==> config.mk <==
export PLATFORM = sky130hd
export DESIGN_NAME = bus_port_if
export DESIGN_NICKNAME = d
export VERILOG_FILES = /design/src/rtl/bus_port_if.sv
export SDC_FILE = /design/constraint.sdc
export NUM_CORES = 1
export LEC_CHECK = 0
export BUFFER_PORTS_ARGS = -buffer_cell sky130_fd_sc_hd__clkbuf_2
export CAP_MARGIN = 0
export CORE_MARGIN = 3
export CORE_UTILIZATION = 60
export DETAILED_ROUTE_END_ITERATION = 7
export PLACE_DENSITY = 0.79
export SLEW_MARGIN = 20
export SYNTH_ARGS = -nofsm -noshare
export SYNTH_HDL_FRONTEND = slang
export SYNTH_SLANG_ARGS = --single-unit
export TNS_END_PERCENT = 100
==> constraint.sdc <==
create_clock -name clk -period 7.1 [get_ports clk]
set_input_delay 0 -clock clk [delete_from_list [all_inputs] [get_ports clk]]
set_output_delay 0 -clock clk [all_outputs]
set_load 0.1 [all_outputs]
==> src/rtl/bus_port_if.sv <==
// Per-device bus port: TX FIFO toward the arbiter (pndng/pop/D_pop), RX FIFO with ID/broadcast filter.
// Define BUS_PORT_OVFL_CNT_EN to build the saturating TX overflow / RX drop counters.
module bus_port_if #(
  parameter int unsigned pckg_sz   = 16,
  parameter int unsigned depth     = 8,
  parameter logic [7:0]  id        = 8'h00,
  parameter logic [7:0]  broadcast = 8'hFF
) (
  input  logic                         clk,
  input  logic                         reset,
  input  logic                         tx_wr,
  input  logic [pckg_sz-1:0]           tx_data,
  output logic                         tx_full,
  output logic [$clog2(depth+1)-1:0]   tx_count,
  output logic                         pndng,
  output logic [pckg_sz-1:0]           D_pop,
  input  logic                         pop,
  input  logic                         push,
  input  logic [pckg_sz-1:0]           D_push,
  input  logic                         rx_rd,
  output logic [pckg_sz-1:0]           rx_data,
  output logic                         rx_valid,
  output logic                         rx_full,
  output logic [7:0]                   tx_ovfl_cnt,
  output logic [7:0]                   rx_drop_cnt
);

  localparam int unsigned AW = $clog2(depth);
  localparam int unsigned PW = AW + 1;
  localparam int unsigned CW = $clog2(depth + 1);

  logic [pckg_sz-1:0] tx_mem [depth];
  logic [pckg_sz-1:0] rx_mem [depth];
  logic [PW-1:0]      tx_wr_ptr, tx_rd_ptr;
  logic [PW-1:0]      rx_wr_ptr, rx_rd_ptr;

  logic tx_empty, tx_push, tx_pop;
  logic rx_empty, rx_match, rx_push, rx_pop;

  // TX status and handshake; a write into a full FIFO is allowed when the head leaves this cycle
  assign tx_empty = (tx_wr_ptr == tx_rd_ptr);
  assign tx_full  = (tx_wr_ptr[AW-1:0] == tx_rd_ptr[AW-1:0]) && (tx_wr_ptr[AW] != tx_rd_ptr[AW]);
  assign tx_pop   = pop && !tx_empty;
  assign tx_push  = tx_wr && (!tx_full || pop);
  assign tx_count = CW'(tx_wr_ptr - tx_rd_ptr);
  assign pndng    = !tx_empty;
  assign D_pop    = tx_empty ? '0 : tx_mem[tx_rd_ptr[AW-1:0]];

  // RX filter: accept own ID or broadcast
  assign rx_match = push && ((D_push[pckg_sz-1 -: 8] == id) || (D_push[pckg_sz-1 -: 8] == broadcast));
  assign rx_empty = (rx_wr_ptr == rx_rd_ptr);
  assign rx_full  = (rx_wr_ptr[AW-1:0] == rx_rd_ptr[AW-1:0]) && (rx_wr_ptr[AW] != rx_rd_ptr[AW]);
  assign rx_pop   = rx_rd && !rx_empty;
  assign rx_push  = rx_match && (!rx_full || rx_rd);
  assign rx_valid = !rx_empty;
  assign rx_data  = rx_empty ? '0 : rx_mem[rx_rd_ptr[AW-1:0]];

  always_ff @(posedge clk or negedge reset) begin
    if (!reset) begin
      tx_wr_ptr <= '0;
      tx_rd_ptr <= '0;
      rx_wr_ptr <= '0;
      rx_rd_ptr <= '0;
    end else begin
      if (tx_push) tx_wr_ptr <= tx_wr_ptr + PW'(1);
      if (tx_pop)  tx_rd_ptr <= tx_rd_ptr + PW'(1);
      if (rx_push) rx_wr_ptr <= rx_wr_ptr + PW'(1);
      if (rx_pop)  rx_rd_ptr <= rx_rd_ptr + PW'(1);
    end
  end

  // Storage needs no reset: the head outputs are masked while empty
  always_ff @(posedge clk) begin
    if (tx_push) tx_mem[tx_wr_ptr[AW-1:0]] <= tx_data;
    if (rx_push) rx_mem[rx_wr_ptr[AW-1:0]] <= D_push;
  end

`ifdef BUS_PORT_OVFL_CNT_EN
  logic       tx_ovfl_evt, rx_drop_evt;
  logic [7:0] tx_ovfl_q, rx_drop_q;

  assign tx_ovfl_evt = tx_wr && tx_full && !pop;
  assign rx_drop_evt = rx_match && rx_full && !rx_rd;

  // Saturating event counters, cleared only by reset
  always_ff @(posedge clk or negedge reset) begin
    if (!reset) begin
      tx_ovfl_q <= 8'h00;
      rx_drop_q <= 8'h00;
    end else begin
      if (tx_ovfl_evt && (tx_ovfl_q != 8'hFF)) tx_ovfl_q <= tx_ovfl_q + 8'd1;
      if (rx_drop_evt && (rx_drop_q != 8'hFF)) rx_drop_q <= rx_drop_q + 8'd1;
    end
  end

  assign tx_ovfl_cnt = tx_ovfl_q;
  assign rx_drop_cnt = rx_drop_q;
`else
  assign tx_ovfl_cnt = 8'h00;
  assign rx_drop_cnt = 8'h00;
`endif

endmodule

=== Yosys cells after proc, flatten, opt, wreduce, memory -nomap -nowiden ===
Memories as Yosys holds them, arrays and structs flattened.
Index checks and enable logic that the tools add are counted.

* Register bits after elaboration: 16
* Output and inout bits: 56
* Bits in writable memories: 256
* ROM bits: 0
* Memories kept: 2
* Word-level logic and storage cells: 39
* Latch bits: 0

{| class="wikitable"
|+ Memories
! name !! words !! width !! rd ports !! clocked after memory_dff !! wr ports !! RTL line !! source
|-
| rx_mem || 8 || 16 || 1 || 0 || 1 || 33 || <nowiki>logic [pckg_sz-1:0] rx_mem [depth];</nowiki>
|-
| tx_mem || 8 || 16 || 1 || 0 || 1 || 32 || <nowiki>logic [pckg_sz-1:0] tx_mem [depth];</nowiki>
|}

* Div/mod/pow operators: 0
* Shift-type cells: 0
* $mul: 0
* Bitwise gates (word level): 0
* Add/sub/neg operators: 5
* Eq/ne operators: 7
* Muxes and demuxes: 6
* Reductions and logical operators: 15
* $lt $le $gt $ge: 0

{| class="wikitable"
|+ Operators by type and width
! cell !! count
|-
| 16-bit 2-to-1 mux || 2
|-
| 4-bit by 1-bit adder with 4-bit output (second input constant) || 4
|-
| 4-bit == test || 2
|-
| 8-bit == test (second input constant) || 1
|-
| 8-bit logical NOT || 1
|-
| 1-bit logical AND || 7
|-
| 3-bit == test || 2
|-
| 1-bit logical NOT || 4
|-
| 1-bit 2-to-1 mux || 4
|-
| 4-bit subtractor || 1
|-
| 1-bit logical OR || 3
|-
| 1-bit != test || 2
|}

=== Logic depth before layout (Yosys ltp) ===
* Depth after elaboration: 7
* Gate-level depth with buffers: 10
* Mapped depth without buffers: 7

=== Worst setup path before layout ===
No wires, ideal clock.

* Path kind: reg2reg
* From: register tx_rd_ptr[2]
* To: memory tx_mem[0][0] (enable)
* Stages on the path, launching flop included: 8
* Period minus slack after synthesis: 3619 ps
* Setup slack: 3481 ps
* Library setup time: 430 ps
* Buffers on the path: 2
* Required time: 6670 ps
* Arrival time: 3189 ps
* Path through: dfrtp_1 clkbuf_1 clkinv_1 clkbuf_1 ha_1 nand3_1 o31ai_1 nor4_1

* Cells in the longest elaborated chain, start to end: 7

{| class="wikitable"
|+ Ends and longest elaborated chain
! element !! RTL line !! source
|-
| from (decl) || 34 || <nowiki>logic [PW-1:0] tx_wr_ptr, tx_rd_ptr;</nowiki>
|-
| from (signal assigned) || 66 || <nowiki>if (tx_pop) tx_rd_ptr <= tx_rd_ptr + PW'(1);</nowiki>
|-
| 3-bit == test || 42 || <nowiki>assign tx_full = (tx_wr_ptr[AW-1:0] == tx_rd_ptr[AW-1:0]) && (tx_wr_ptr[AW] != tx_rd_ptr[AW]);</nowiki>
|-
| 1-bit logical AND || 42 ||
|-
| 1-bit logical NOT || 44 || <nowiki>assign tx_push = tx_wr && (!tx_full || pop);</nowiki>
|-
| 1-bit logical OR || 44 ||
|-
| 1-bit logical AND || 44 ||
|-
| 1-bit 2-to-1 mux || 74 || <nowiki>if (tx_push) tx_mem[tx_wr_ptr[AW-1:0]] <= tx_data;</nowiki>
|-
| 1-bit 2-to-1 mux (implied by the code) || 74 ||
|-
| to (decl) || 32 ||
|}

No other way between the ends.

=== Final worst setup path ===
* From: register tx_rd_ptr[2]
* To: output pndng

* Cells in the longest elaborated chain, start to end: 2

{| class="wikitable"
|+ Ends and longest elaborated chain
! element !! RTL line !! source
|-
| 4-bit == test || 41 || <nowiki>assign tx_empty = (tx_wr_ptr == tx_rd_ptr);</nowiki>
|-
| 1-bit logical NOT || 46 || <nowiki>assign pndng = !tx_empty;</nowiki>
|-
| to (decl) || 15 || <nowiki>output logic pndng,</nowiki>
|}

No other way between the ends.

==> flow_summary_export.csv <==
group,metric,value,unit
outcome,run_status,"finished clean",
synthesis,synth_edf_count,256,
die,num_rows,48,
timing,slew_violations,0,
critical_path,cp-start-kind,"register",
critical_path,reg2reg_from,"tx_rd_ptr[2]$_DFFE_PN0P_",
critical_path,crit_arrival,3.67,ns
critical_path,required,7.10,ns
clock_tree,clockRootBuffer,"clkbuf_16",
placed_design,dpl.hpwl,13300,µm
route,ant_nets,0,
layout,utilization,0.733,
layout,final_cell_mix,"256 x edfxtp_1, 77 x clkbuf_2, 64 x mux4_2, 44 x nand2_1, 39 x dlygate4sd3_1",
global_routing,grt_max_degree,38,
route,wl_per_cell,23.4,µm
route,wl,22000,µm
timing,slew_headroom,0.283,
clock_tree,cts_setup_buffers,0,
placed_design,numPortBuffers,77,
layout,syn_to_final_growth,17.8,%
die,die_h,141,µm
die,fp.dieW,141,µm
critical_path,rr_worst_depth,6,
die,io_pins,94,
layout,regArea,0.00809,mm²
critical_path,reg2reg_slack,3.74,ns
layout,layout-drive-gt1-share,0.307,
die,die_area,0.0198,mm²
critical_path,crit_path_end_kind,"output port",
critical_path,path_class,"register to output port",
clock_tree,cts.clk_slew.worst_paths,0.06,ns
timing,setup_viol_count_final,0,
synthesis,yosysUniqueCellTypes,40,
placed_design,postPlaceCellArea,0.0116,mm²
layout,multi_input_area,0.00261,mm²
layout,final_nets,740,
die,start_util,0.622,
die,core_area,0.0175,mm²
timing,worst_slew_pin_slew,1.07,ns
synthesis,yosys_warnings,0,
min_path,hold_end,"rx_mem[2][1]$_DFFE_PP_",
clock_tree,clk_latency,0.52,ns
timing,fin_setup_tns,0,ns
timing,hold_violations,0,
timing,fin_crit,3.67,ns
synthesis,async_flop_share,0.0588,
global_routing,grt_use_total,0.227,
global_routing,antenna_found_initial,0,
timing,finalCritPeriodShare,0.517,
placed_design,gp_congestion,0.819,
clock_tree,cts.sinks,272,
layout,final_area,0.0128,mm²
timing,rsz0062_at_grt,"false",
critical_path,r2r-end,"tx_rd_ptr[1]$_DFFE_PN0P_",
clock_tree,htree_levels,1,
route,firstDrtPassIters,5,
global_routing,grt_first_pass_wirelength,34100,µm
route,drt-initial-drc-count,523,
min_path,holdCritStartpoint,"D_push[1]",
min_path,whs_path_depth,2,
clock_tree,cts_tree,"done",
route,via_per_inst,6.02,
synthesis,synthFlopType,"edfxtp_1",
clock_tree,ctsResizeCount,0,
synthesis,syn_area,0.0109,mm²
route,vias,5655,
synthesis,synth-seq-area-share,0.742,
layout,nFillCells,999,
clock_tree,cts_hold_buf,39,
critical_path,critPathMaxFanout,19,
min_path,hold_class,"input port to register",
global_routing,grt_pass1_vias,5921,
synthesis,syn_area_per_cell,19.6,µm²
route,drc_errors,0,
synthesis,synthCells,556,
flow_run,maxCapViolations,0,
clock_tree,ctsLongestPathBuffers,3,
layout,final_common_cell,"edfxtp_1",
synthesis,ys_ff_latch,272,
layout,antenna_cells,0,
clock_tree,cts_buffers,26,
timing,clock-skew-final,0.00766,ns
timing,fmax,273,MHz
global_routing,overflow,0,
-- sequential cells by signal, summed over array words and instances, names as in the netlist --
name	flops
rx_mem	128
tx_rd_ptr	4
rx_wr_ptr	4
rx_rd_ptr	4
tx_wr_ptr	4
tx_mem	128
-- worst max-delay path by stage --
stage	from	to
2_1_floorplan	tx_rd_ptr[2]$_DFFE_PN0P_	tx_mem[0][0]$_DFFE_PP_
3_3_place_gp	tx_rd_ptr[2]$_DFFE_PN0P_	tx_rd_ptr[1]$_DFFE_PN0P_
3_5_place_dp	tx_rd_ptr[2]$_DFFE_PN0P_	tx_rd_ptr[1]$_DFFE_PN0P_
4_1_cts	tx_rd_ptr[2]$_DFFE_PN0P_	pndng
5_1_grt	tx_rd_ptr[2]$_DFFE_PN0P_	pndng
6_report	tx_rd_ptr[2]$_DFFE_PN0P_	pndng
-- cell type report --
class                      count  area share
clock buffer                  34      0.0546
clock inverter                14      0.0140
inverter                      12     0.00351
multi-input combinational    245       0.203
sequential                   272       0.630
tap                          225      0.0219
timing repair buffer         137      0.0727
-- cell usage after synthesis, types with 2 or more instances --
cell type    n  area share
buf_4       18       0.012
nand4_1      3      0.0017
nand2_1     44       0.015
clkbuf_1    12      0.0041
xor2_1       7      0.0056
dfrtp_1     16       0.037
inv_1       11      0.0038
nor2_1      28      0.0096
buf_2       10      0.0046
nor3_1       5      0.0023
mux4_2      64        0.13
edfxtp_1   256        0.70
ha_1         7      0.0080
nand2b_1     3      0.0017
a21oi_1     17      0.0078
mux2_2       2      0.0021
mux2i_1     16       0.015
xnor2_1     12      0.0096
or4_4        2      0.0021
nand3_1      3      0.0014
-- through the flow --
stage               instances  hold slack (ns)  setup slack (ns)
floorplan                 571           -0.296              3.48
global placement          852          -0.0451              3.98
detailed placement        852          -0.0217              3.77
CTS                       939            0.289              3.46
global route              939            0.319              3.25
finish                    939            0.294              3.43
-- per-layer routing --
layer / share of wire / wire [µm] / GRT usage / vias to the layer above
met2: 0.51 / 11100 / 0.367 / 251
li1: - / - / - / 2442
met3: 0.061 / 1350 / 0.0339 / 43
met5: 0 / 0 / 0 / -
met4: 0.026 / 572 / 0.0785 / 0
met1: 0.41 / 8940 / 0.325 / 2919
-- logic make-up after synthesis --
group,share of synthesized area
fa+ha+maj,0.00987
mux,0.149
simple gates,0.0444
other cells,0.000344
compound gates,0.0129
buf+inv,0.0266
flops,0.742
xor+xnor,0.0153
-- critical path: stages, from the launching register on --
cell	delay, ns
dfrtp_1	0.78
clkinv_1	0.59
ha_1	0.53
and4_1	0.63
inv_1	0.18
clkbuf_2	0.43
Power is not shown: default switching activity piles up to over one toggle a cycle in this logic, so the estimate is an artifact.
